File: src/rtl/psc_trigger_framer.sv
// psc_trigger_framer: edge-detects trigger lines, timestamps them and frames them into SOP..CRC,EOP byte packets
// Ports: clk_i clock; reset_i async active-high reset; evr_trigger_i trigger lines;
//        tx_ready_i downstream ready; tx_valid_o/tx_byte_o/tx_is_k_o/tx_eop_o byte stream;
//        overflow_sticky_o set when any trigger was lost since reset.
module psc_trigger_framer #(
  parameter int         NUM_CH         = 4,
  parameter logic [7:0] TRIG_ADDR_BASE = 8'h70,
  parameter logic [7:0] IDLE_ADDR      = 8'h40,
  parameter logic [7:0] SOP            = 8'b001_11100,
  parameter logic [7:0] EOP            = 8'b101_11100,
  parameter bit         IDLE_ENABLE    = 1'b1
) (
  input  logic              clk_i,
  input  logic              reset_i,
  input  logic [NUM_CH-1:0] evr_trigger_i,
  input  logic              tx_ready_i,
  output logic              tx_valid_o,
  output logic [7:0]        tx_byte_o,
  output logic              tx_is_k_o,
  output logic              tx_eop_o,
  output logic              overflow_sticky_o
);
  localparam int SW = NUM_CH > 1 ? $clog2(NUM_CH) : 1;
  typedef enum logic {ST_SELECT, ST_SEND} state_e;
  state_e            state_q;
  logic [31:0]       cnt_q;
  logic [NUM_CH-1:0] prev_q, pend_q, ovf_q;
  logic [31:0]       ts_q [NUM_CH];
  logic [3:0]        idx_q;
  logic              f_ovf_q;
  logic [7:0]        f_addr_q;
  logic [31:0]       f_ts_q;
  logic [7:0]        crc_q;
  logic              tx_valid_q, tx_is_k_q, tx_eop_q, sticky_q;
  logic [7:0]        tx_byte_q;
  logic              any_pend;
  logic [SW-1:0]     sel;
  logic [NUM_CH-1:0] rise, clr;
  logic [3:0]        nidx;
  logic [4:0]        sh;
  logic [7:0]        crc_upd, nxt;
  function automatic logic [7:0] crc8(input logic [7:0] c, input logic [7:0] d);
    logic [7:0] r;
    r = c ^ d;
    for (int i = 0; i < 8; i++) r = r[7] ? {r[6:0], 1'b0} ^ 8'h07 : {r[6:0], 1'b0};
    return r;
  endfunction
  always_comb begin
    any_pend = |pend_q;
    sel = '0;
    for (int i = NUM_CH - 1; i >= 0; i--) if (pend_q[i]) sel = SW'(i);
    for (int i = 0; i < NUM_CH; i++) clr[i] = state_q == ST_SELECT && any_pend && sel == SW'(i);
    rise = evr_trigger_i & ~prev_q;
    nidx = idx_q + 4'd1;
    // bytes 4..7 walk the timestamp from its top byte down
    sh = {2'(3'd7 - nidx[2:0]), 3'b000};
    // running CRC including the byte being accepted, so byte 8 sees all of 1..7
    crc_upd = crc8(crc_q, tx_byte_q);
    nxt = nidx == 4'd1 ? {f_ovf_q, 7'b0} :
          nidx == 4'd2 ? f_addr_q :
          nidx == 4'd8 ? crc_upd :
          nidx == 4'd9 ? EOP :
          nidx >= 4'd4 ? f_ts_q[sh +: 8] : 8'h00;
  end
  always_ff @(posedge clk_i or posedge reset_i) begin
    if (reset_i) begin
      state_q    <= ST_SELECT;
      cnt_q      <= '0;
      prev_q     <= '0;
      pend_q     <= '0;
      ovf_q      <= '0;
      for (int i = 0; i < NUM_CH; i++) ts_q[i] <= '0;
      idx_q      <= '0;
      f_ovf_q    <= 1'b0;
      f_addr_q   <= '0;
      f_ts_q     <= '0;
      crc_q      <= '0;
      tx_valid_q <= 1'b0;
      tx_byte_q  <= '0;
      tx_is_k_q  <= 1'b0;
      tx_eop_q   <= 1'b0;
      sticky_q   <= 1'b0;
    end else begin
      cnt_q  <= cnt_q + 32'd1;
      prev_q <= evr_trigger_i;
      // a rise on the channel being cleared this cycle re-arms it rather than overflowing
      for (int n = 0; n < NUM_CH; n++) begin
        if (rise[n]) begin
          if (pend_q[n] && !clr[n]) begin
            ovf_q[n] <= 1'b1;
            sticky_q <= 1'b1;
          end else begin
            pend_q[n] <= 1'b1;
            ovf_q[n]  <= 1'b0;
            ts_q[n]   <= cnt_q;
          end
        end else if (clr[n]) begin
          pend_q[n] <= 1'b0;
          ovf_q[n]  <= 1'b0;
        end
      end
      if (state_q == ST_SELECT) begin
        crc_q <= '0;
        idx_q <= '0;
        if (any_pend || IDLE_ENABLE) begin
          state_q    <= ST_SEND;
          tx_valid_q <= 1'b1;
          tx_byte_q  <= SOP;
          tx_is_k_q  <= 1'b1;
          tx_eop_q   <= 1'b0;
          f_ovf_q    <= any_pend & ovf_q[sel];
          f_addr_q   <= any_pend ? TRIG_ADDR_BASE + 8'(sel) : IDLE_ADDR;
          f_ts_q     <= any_pend ? ts_q[sel] : 32'h0;
        end
      end else if (tx_ready_i) begin
        if (idx_q >= 4'd1 && idx_q <= 4'd7) crc_q <= crc_upd;
        if (idx_q == 4'd9) begin
          state_q    <= ST_SELECT;
          tx_valid_q <= 1'b0;
          tx_byte_q  <= '0;
          tx_is_k_q  <= 1'b0;
          tx_eop_q   <= 1'b0;
        end else begin
          idx_q     <= nidx;
          tx_byte_q <= nxt;
          tx_is_k_q <= nidx == 4'd9;
          tx_eop_q  <= nidx == 4'd9;
        end
      end
    end
  end
  assign tx_valid_o        = tx_valid_q;
  assign tx_byte_o         = tx_byte_q;
  assign tx_is_k_o         = tx_is_k_q;
  assign tx_eop_o          = tx_eop_q;
  assign overflow_sticky_o = sticky_q;
endmodule
File: config.mk
export PLATFORM = sky130hd
export DESIGN_NAME = psc_trigger_framer
export DESIGN_NICKNAME = d
export VERILOG_FILES = /design/src/rtl/psc_trigger_framer.sv
export SDC_FILE = /design/constraint.sdc
export NUM_CORES = 1
export LEC_CHECK = 0
export CAP_MARGIN = 20
export CORE_MARGIN = 2
export CORE_UTILIZATION = 30
export DETAILED_ROUTE_END_ITERATION = 8
export SLEW_MARGIN = 20
export SYNTH_ARGS = -nofsm -noshare
export SYNTH_HDL_FRONTEND = slang
export SYNTH_SLANG_ARGS = --single-unit
File: constraint.sdc
create_clock -name clk_i -period 16 [get_ports clk_i]
set_clock_uncertainty 0.15 [all_clocks]
set_input_delay 2.4 -clock clk_i [delete_from_list [all_inputs] [get_ports clk_i]]
set_output_delay 2.4 -clock clk_i [all_outputs]
set_load 0.03 [all_outputs]
==> results of run 1 <==
[state kept, by name, summed over array words and instances (netlist names), 4 cells and up]
name       cells
ovf_q          4
idx_q          4
ts_q         128
crc_q          8
cnt_q         32
f_ts_q        32
pend_q         4
f_addr_q       4
prev_q         4
tx_byte_o      8
[power groups by stage]
stage	sequential, mW	clock, mW	combinational [mW]
after CTS	0.693	0.572	0.412
after detailed placement	0.704	0	0.408
final	0.692	0.559	0.408
after floorplan	0.694	0	0.310
after global routing	0.702	0.596	0.448
after global placement	0.703	0	0.405
[Yosys cell counts (2+ instances only)]
cell type  count  area (sq um)
a211oi_1       4          30.0
a21oi_1       12          60.1
a221oi_1       2          17.5
a222oi_1      33           330
and2_1         4          25.0
and3_1         7          43.8
and4_1         4          35.0
buf_1          2          7.51
buf_2         19          95.1
buf_4          2          15.0
buf_6          4          45.0
clkbuf_1      27           101
dfrtp_1      234          5860
ha_1           6          75.1
inv_1         11          41.3
mux2_1         3          33.8
mux2_2       146          1640
mux2i_1       13           130
mux4_2         8           180
nand2_1       83           312
nand2b_1      11          68.8
nand3_1       15          75.1
nand4_1        5          31.3
nor2_1        20          75.1
nor2_2         2          12.5
nor2b_1        6          37.5
nor3_1         3          15.0
o211ai_1       2          15.0
o21ai_0       51           255
o21ai_1        7          35.0
o21bai_2       2          22.5
o221ai_1       2          17.5
o31ai_1        2          15.0
or2_2          2          12.5
xnor2_1       41           359
xor2_1        13           114
[metal layers]
| metal | GRT usage | up-vias | routed length (microns) |
|---|---|---|---|
| met3 | 0.0213 | 26 | 1050 |
| met2 | 0.198 | 114 | 10200 |
| met1 | 0.189 | 3346 | 11300 |
| li1 | - | 2986 | - |
| met5 | 0 | - | 0 |
| met4 | 0.0268 | 0 | 363 |
[cell families (layout without fill, tap and decap cells)]
group,after synthesis,count (layout),synth area share
xor gates and xnor gates,55,55,0.0474
and+or+nand+nor,169,169,0.0783
muxes,170,170,0.190
buffers and inverters,67,82,0.0301
DFF,234,234,0.560
AOI/OAI and AO/OA,129,129,0.0864
adders and majority gates,6,6,0.00718
[how the worst max path moves through the flow]
stage / end / cells after the start / slack [ns]
final: tx_eop_o / 4 / 11.29
after CTS: ts_q[124] / 4 / 11.13
after detailed placement: idx_q[3] / 4 / 10.58
after global routing: tx_byte_o[6] / 4 / 10.85
after global placement: crc_q[2] / 4 / 10.58
after floorplan: cnt_q[0] / 1 / 7.03
[critical path: cells and delay by family]
| kind | cells | cell delay [ns] |
|---|---|---|
| buffers and inverters | 4 | 2.61 |
[final cells by class]
cell class,instances,area share
Clock inverter,10,0.0104
Tap cell,455,0.0481
Timing Repair Buffer,26,0.0203
Clock buffer,34,0.0565
Inverter,12,0.00444
Multi-Input combinational cell,529,0.365
Sequential cell,234,0.495
[cell usage in the layout (no fill, tap or decap), types with 3 or more instances in the layout]
cell type,Yosys,layout
a211oi_1,4,4
a21oi_1,12,12
a222oi_1,33,33
and2_1,4,4
and3_1,7,7
and4_1,4,4
buf_4,2,8
clkbuf_1,27,7
clkbuf_16,0,24
clkbuf_8,0,3
clkdlybuf4s50_1,0,18
clkinv_2,0,6
dfrtp_1,234,233
ha_1,6,6
inv_1,11,10
mux2_1,3,3
mux2_2,146,146
mux2i_1,13,13
mux4_2,8,8
nand2_1,83,82
nand2b_1,11,8
nand2b_2,0,3
nand3_1,15,15
nand4_1,5,5
nor2_1,20,20
nor2b_1,6,6
nor3_1,3,3
o21ai_0,51,51
o21ai_1,7,6
xnor2_1,41,41
xor2_1,13,13
[through the flow]
step | hold slack, ns | power (mW)
final | 0.320 | 1.66
after global routing | 0.334 | 1.75
after CTS | 0.325 | 1.68
after detailed placement | 0.310 | 1.11
after global placement | 0.307 | 1.11
after floorplan | 0.285 | 1.00
==> impl_metrics.json, run 1 <==
{
  "dr.pass1.iters": 5,
  "crit_fanout": 99,
  "layout.nets": 840,
  "slowest_delay_ns": 0.85,
  "cts_hold_buf": 0,
  "synth_area_sq_um": 10500,
  "p_int_mw": 1.15,
  "port_buffers": 18,
  "seqPwrFrac": 0.417,
  "grt_pass1_vias": 6632,
  "setup_viol": 0,
  "multi_input_area_sq_um": 4310,
  "ioPinCount": 19,
  "critPathSlowestCell": "buf_4",
  "synth_seq_cells": 234,
  "powerDensity_nw_per_um2": 140,
  "ir_drop_uv": 105,
  "yosysSeqAreaShare": 0.560,
  "cts_resized": 0,
  "fin_crit_sh": 0.294,
  "syn_inst": 830,
  "rows": 68,
  "syn-num-nets": 843,
  "grt_max_degree": 100,
  "min_path_cells": 1,
  "reg2reg_from": "pend_q[2]",
  "p_leak_nw": 5.43,
  "setup_slack_ns": 11.29,
  "final_area_sq_um": 11800,
  "gp_congestion": 0.762,
  "root_buffer": "clkbuf_16",
  "ff2ff_path_depth": 6,
  "clk_pin_slew_ns": 0.06,
  "place_area_sq_um": 11000,
  "cts_tree": "done",
  "fill_cells": 3430,
  "drive_above_1_share": 0.260,
  "synth-edff-count": 0,
  "synth_warnings": 0,
  "synth.avg_cell_area_sq_um": 12.6,
  "whs_endpoint": "f_addr_q[6]",
  "worstPathRequired_ns": 16.40,
  "antenna_cells": 0,
  "insertion_delay_ns": 0.52,
  "core_sq_um": 34500,
  "path_cells": "clkdlybuf4s50_1 > inv_8 > buf_4 > buf_4",
  "max_cap_viol_count": 0,
  "startpoint": "reset_i",
  "drc": 0,
  "post_cts_buffers": 0,
  "p_switching_mw": 0.510,
  "post-place-ws_ns": 10.58,
  "start_kind": "input pin",
  "reg2reg_to": "f_ts_q[7]",
  "slew_violations": 0,
  "synth-async-reset-ratio": 1.00,
  "fin_setup_tns_ns": 0,
  "drt-total-wl_microns": 22900,
  "seqCellArea_sq_um": 5860,
  "power_frac_clock": 0.337,
  "cts_buffers": 24,
  "final_core_util": 0.343,
  "worstSetupPathType": "input pin to asynchronous set/reset pin",
  "combPwrFrac": 0.246,
  "arrival_ns": 5.11,
  "final_cells": 1300,
  "hold_path_class": "register to register",
  "die_h_microns": 191,
  "wire_per_inst_microns": 17.6,
  "tightest_slew_ns": 1.13,
  "vias_per_cell": 4.98,
  "p_sw_frac": 0.307,
  "clock_path_buffers": 3,
  "slew_headroom": 0.247,
  "clock_sinks": 234,
  "track_usage": 0.128,
  "ys_types": 58,
  "synth_ff_type": "dfrtp_1",
  "area_growth_syn_to_layout_pct": 13.1,
  "dp.cells": 1256,
  "antenna_found_initial": 0,
  "place_hpwl_microns": 13600,
  "final-hold-violation-count": 0,
  "max_freq_ghz": 0.212,
  "cp-end-kind": "asynchronous set/reset pin",
  "grt_overflow": 0,
  "ff2ff_setup_slack_ns": 12.88,
  "grt_pass1_wl_microns": 37100,
  "period_needed_ns": 4.71,
  "cts_max_level": 1,
  "drt.antenna.violating_nets": 0,
  "path_common_cell": "buf_4",
  "status": "finished, final reports clean",
  "start_util": 0.303,
  "die_x_microns": 191,
  "rsz0062_at_grt": "false",
  "die_area_sq_um": 36300,
  "drt_iter0_markers": 482,
  "hold_start": "f_addr_q[6]",
  "vias": 6472
}
Note: power is estimated with default switching activity, not from simulation.
==> inputs of run 2 (changes only) <==
- clock period: 16 -> 4.08 ns (I/O delays scaled with it)
==> run 2 against run 1 <==
Die area unchanged. Critical path depth increased by 2. Largest power group unchanged. Critical path type is now register to register. Worst hold slack got worse by 0.041 ns. Via count decreased by 0.15%. Wire length increased by 1.8%. Cell area increased by 1.2%. Highest routed layer unchanged. Core utilization increased by 0.41 points. Global-route usage increased by 0.36 points. Sequential power increased to 3.9 times the previous value. Final cell count increased by 0.62%. First-iteration DRC count increased by 21%. Worst setup slack got worse by 9.9 ns.
==> impl_metrics.json, run 2 (synthesized netlist as in run 1, its figures left out) <==
{
  "status": "finished, final reports clean",
  "largest_register": "ts_q",
  "core_sq_um": 34500,
  "post-place-ws_ns": 1.14,
  "final_area_sq_um": 12000,
  "arrival_ns": 2.96,
  "final_common_cell": "dfrtp_1",
  "gp_congestion": 0.770,
  "max_cap_viol_count": 0,
  "ff2ff_setup_slack_ns": 1.36,
  "vias": 6462,
  "cts_buffers": 25,
  "fin_setup_tns_ns": 0,
  "period_needed_ns": 2.72,
  "layout.nets": 850,
  "setup_viol": 0,
  "fin_crit_sh": 0.668,
  "holdWs_ns": 0.278,
  "endpoint": "tx_byte_o[0]",
  "drt.antenna.violating_nets": 0,
  "worstPathRequired_ns": 4.31,
  "rsz0062_at_grt": "false",
  "drive_above_1_share": 0.272,
  "start_util": 0.303,
  "post_cts_buffers": 0,
  "hold_path_class": "input pin to asynchronous set/reset pin",
  "powerDensity_nw_per_um2": 548,
  "drt-total-wl_microns": 23300,
  "startpoint": "idx_q[0]",
  "crit_family": "flip-flops",
  "cts_max_level": 1,
  "path_cells": "inv_1 > ha_1 > mux4_2 > nor2b_1 > a221oi_1 > o21ai_0",
  "final-hold-violation-count": 0,
  "ff2ff_path_depth": 6,
  "cts_hold_buf": 0,
  "track_usage": 0.132,
  "place_hpwl_microns": 14400,
  "layout_common_cells": "dfrtp_1 (233), mux2_2 (146), nand2_1 (82), o21ai_0 (51), xnor2_1 (41)",
  "cts_resized": 0,
  "crit_fanout": 15,
  "power_mw": 6.56,
  "cts_tree": "done",
  "p_leak_nw": 5.50,
  "port_buffers": 18,
  "slew_violations": 0,
  "start_kind": "register",
  "reg2reg_from": "idx_q[0]",
  "ioPinCount": 19,
  "dr.pass1.iters": 7,
  "largest_reg_flops": 128,
  "place_area_sq_um": 11100,
  "drc": 0,
  "tightest_slew_ns": 1.10,
  "clk_pin_slew_ns": 0.06,
  "worstSetupPathType": "register to register",
  "slowest_delay_ns": 0.80,
  "clock_sinks": 234,
  "insertion_delay_ns": 0.53,
  "root_buffer": "clkbuf_16",
  "die_x_microns": 191,
  "reg.largest.list": "ts_q x128, cnt_q x32, f_ts_q x32",
  "grt_overflow": 0,
  "die_area_sq_um": 36300,
  "drt_iter0_markers": 582,
  "slew_headroom": 0.268,
  "reg2reg_to": "tx_byte_o[0]",
  "die_h_microns": 191,
  "fill_cells": 3366,
  "antenna_cells": 0,
  "grt_pass1_vias": 6460,
  "setup_slack_ns": 1.36,
  "ir_drop_uv": 410,
  "antenna_found_initial": 0,
  "cp-end-kind": "register",
  "max_freq_ghz": 0.367,
  "crit_cells": 6,
  "clock_path_buffers": 3,
  "critPathSlowestCell": "dfrtp_1",
  "vias_per_cell": 4.94,
  "area_growth_syn_to_layout_pct": 14.5,
  "grt_pass1_wl_microns": 37700,
  "grt_max_degree": 59,
  "rows": 68,
  "path_buf_inv": 1,
  "wire_per_inst_microns": 17.8
}
-- run 2: cell count changes in the layout (fill, tap and decap cells not counted), moves of 2 or more --
cell and change:
buf_12 +2, buf_16 +2, buf_4 +5, clkbuf_1 -4, clkbuf_8 +2, clkinv_8 -2
-- run 2: layout make-up --
cell class | count | area [sq um] | area share
timing repair buffer | 35 | 373 | 0.0312
clock inverter | 10 | 104 | 0.00868
clock buffer | 33 | 706 | 0.0590
sequential | 234 | 5860 | 0.489
inverter | 12 | 48.8 | 0.00408
multi-input combinational | 529 | 4310 | 0.360
tap | 455 | 569 | 0.0476
-- run 2: power breakdown --
part           internal, mW  switching [mW]  leakage (nW)
clock                  1.33           0.920         0.408
combinational         0.724           0.878          1.94
sequential             2.52           0.190          3.15
-- run 2: stage by stage --
step | util | std cells
4_1_cts | 0.346 | 1306
3_3_place_gp | 0.322 | 1263
5_1_grt | 0.347 | 1308
3_5_place_dp | 0.322 | 1263
2_1_floorplan | - | 830
6_report | 0.347 | 1308
-- run 2: how the worst min path moves through the flow --
stage | start | end | slack, ns | cells past startpoint
5_1_grt | reset_i | cnt_q[18] | 0.30 | 2
4_1_cts | reset_i | ts_q[48] | 0.27 | 2
3_3_place_gp | f_addr_q[6] | f_addr_q[6] | 0.31 | 1
2_1_floorplan | f_addr_q[6] | f_addr_q[6] | 0.28 | 1
6_report | reset_i | cnt_q[18] | 0.28 | 2
3_5_place_dp | f_addr_q[6] | f_addr_q[6] | 0.31 | 1
-- run 2: layer usage --
layer  vias up  GRT usage  routed length [microns]
li1       3006          -                        -
met1      3301      0.193                    11300
met2       124      0.203                    10400
met3        31     0.0223                     1140
met4         0     0.0310                      490
met5         -          0                        0
==> inputs of run 3 (changes only) <==
- clock period: 4.08 -> 2.65 ns (I/O delays scaled with it)
==> run 3 against run 2 <==
Final cell count is 1.1% higher. Sequential share of layout area shrank 0.48 points. Global-route usage rose by 0.085 points. Worst hold slack got worse by 0.26 ns. Register-to-register slack got worse by 1.0 ns. Clock-buffer cell count rose by 7. Worst setup slack got worse by 1.0 ns. Non-clock buffer count up 10. First-iteration DRC count down 13%. Combinational power up 60%. Total power rose by 55%. Largest cell class unchanged.
==> impl_metrics.json, run 3 (synthesized netlist as in run 1, its figures left out) <==
{
  "ioPinCount": 19,
  "vias": 6584,
  "status": "finished, final reports clean",
  "wire_per_inst_microns": 17.6,
  "final_common_cell": "dfrtp_1",
  "die_area_sq_um": 36300,
  "place_area_sq_um": 11300,
  "cts_hold_buf": 0,
  "port_buffers": 18,
  "die_h_microns": 191,
  "start_kind": "register",
  "dr.pass1.iters": 5,
  "p_switching_mw": 3.10,
  "cts_tree": "done",
  "fill_cells": 3401,
  "post_cts_buffers": 0,
  "period_needed_ns": 2.31,
  "p_sw_frac": 0.304,
  "slew_headroom": 0.474,
  "die_x_microns": 191,
  "fin_crit_sh": 0.870,
  "cts_max_level": 1,
  "setup_viol": 0,
  "slowest_delay_ns": 0.51,
  "antenna_cells": 0,
  "vias_per_cell": 4.98,
  "grt_pass1_wl_microns": 38500,
  "max_freq_ghz": 0.434,
  "cp-end-kind": "register",
  "grt_overflow": 0,
  "hold_path_class": "input pin to asynchronous set/reset pin",
  "final-hold-violation-count": 0,
  "crit_fanout": 10,
  "path_cells": "nor2b_1 > o21bai_4 > buf_4 > mux2_2 > a222oi_1 > o21ai_1",
  "arrival_ns": 2.55,
  "place_hpwl_microns": 14500,
  "grt_max_degree": 78,
  "track_usage": 0.133,
  "multi_input_area_sq_um": 4310,
  "max_cap_viol_count": 0,
  "post-place-ws_ns": 0.346,
  "core_sq_um": 34500,
  "seqCellArea_sq_um": 5860,
  "start_util": 0.303,
  "seqPwrFrac": 0.406,
  "clock_path_buffers": 3,
  "area_growth_syn_to_layout_pct": 15.6,
  "worstSetupPathType": "register to register",
  "clock_sinks": 234,
  "slew_violations": 0,
  "drt-total-wl_microns": 23300,
  "largest_register": "ts_q",
  "power_frac_clock": 0.343,
  "insertion_delay_ns": 0.54,
  "layout.nets": 861,
  "p_leak_nw": 5.55,
  "cts_buffers": 26,
  "cts_resized": 0,
  "ir_drop_uv": 682,
  "drt.antenna.violating_nets": 0,
  "crit_family": "compound AO/OA/AOI/OAI gates",
  "gp_congestion": 0.770,
  "grt_pass1_vias": 6654,
  "critPathSlowestCell": "dfrtp_1",
  "combPwrFrac": 0.251,
  "powerDensity_nw_per_um2": 843,
  "root_buffer": "clkbuf_16",
  "layout_common_cells": "dfrtp_1 (233), mux2_2 (146), nand2_1 (82), o21ai_0 (51), xnor2_1 (41)",
  "drive_above_1_share": 0.277,
  "reg.largest.list": "ts_q x128, cnt_q x32, f_ts_q x32",
  "worstPathRequired_ns": 2.89,
  "power_mw": 10.2,
  "antenna_found_initial": 0,
  "tightest_slew_ns": 0.789,
  "drt_iter0_markers": 508,
  "largest_reg_flops": 128,
  "p_int_mw": 7.09,
  "clk_pin_slew_ns": 0.06,
  "path_buf_inv": 1,
  "final_area_sq_um": 12100,
  "setup_slack_ns": 0.343,
  "rows": 68,
  "rsz0062_at_grt": "false",
  "drc": 0
}
## run 3: changes by cell type in the layout (fill, tap and decap cells not counted)
cell and change:
buf_16 -2, bufinv_16 -1, buf_12 +5, clkbuf_1 +6
clkinv_8 +1, buf_4 +7, clkinvlp_4 +2, clkbuf_16 +1
inv_6 -1, clkinv_2 -4
## run 3: worst reg2reg max path: cells and delay by family, from the launching register on
kind	cells	cell delay, ns
flip-flops	1	0.51
multiplexers	1	0.37
AO/OA/AOI/OAI	3	0.72
AND/OR/NAND/NOR	1	0.14
buffers and inverters	1	0.28
## run 3: final timing paths
| kind | start | to | slack (ns) | cells after the start |
|---|---|---|---|---|
| worst min register to register | f_addr_q[6] | f_addr_q[6] | 0.32 | 1 |
| worst max register to register | pend_q[2] | f_ts_q[28] | 0.34 | 6 |
| worst min-delay path | reset_i | ts_q[80] | 0.02 | 2 |
| max in group asynchronous | reset_i | ts_q[27] | 1.62 | 3 |
| worst max-delay path | pend_q[2] | f_ts_q[28] | 0.34 | 6 |
| min in group clk_i | evr_trigger_i[0] | prev_q[0] | 0.19 | 1 |
## run 3: area by class of cell
type | instances | share of cell area
tap | 455 | 0.0471
inverter | 12 | 0.00404
clock inverter | 7 | 0.00632
sequential | 234 | 0.485
multi-input combinational | 529 | 0.357
timing repair buffer | 45 | 0.0389
clock buffer | 40 | 0.0623
## run 3: power groups by stage
stage	registers, mW	logic (mW)	clock network (mW)
floorplan	4.19	1.87	0
global placement	4.19	2.55	0
detailed placement	4.20	2.57	0
CTS	4.13	2.59	3.57
global route	4.17	2.85	3.72
finish	4.14	2.56	3.49
## run 3: per-stage QoR
stage               hold slack [ns]  cells  utilization  setup TNS (ns)
floorplan                     0.279    830            -         -224.97
global placement              0.304   1275        0.327               0
detailed placement            0.306   1275        0.327               0
CTS                         0.00740   1322        0.351               0
global route                 0.0227   1322        0.351               0
finish                       0.0155   1322        0.351               0
## run 3: metal layers
layer	wire, microns	GRT usage	vias to the layer above
met3	995	0.0180	39
met2	10400	0.204	130
met4	453	0.0298	0
met1	11500	0.198	3385
met5	0	0	-
li1	-	-	3030
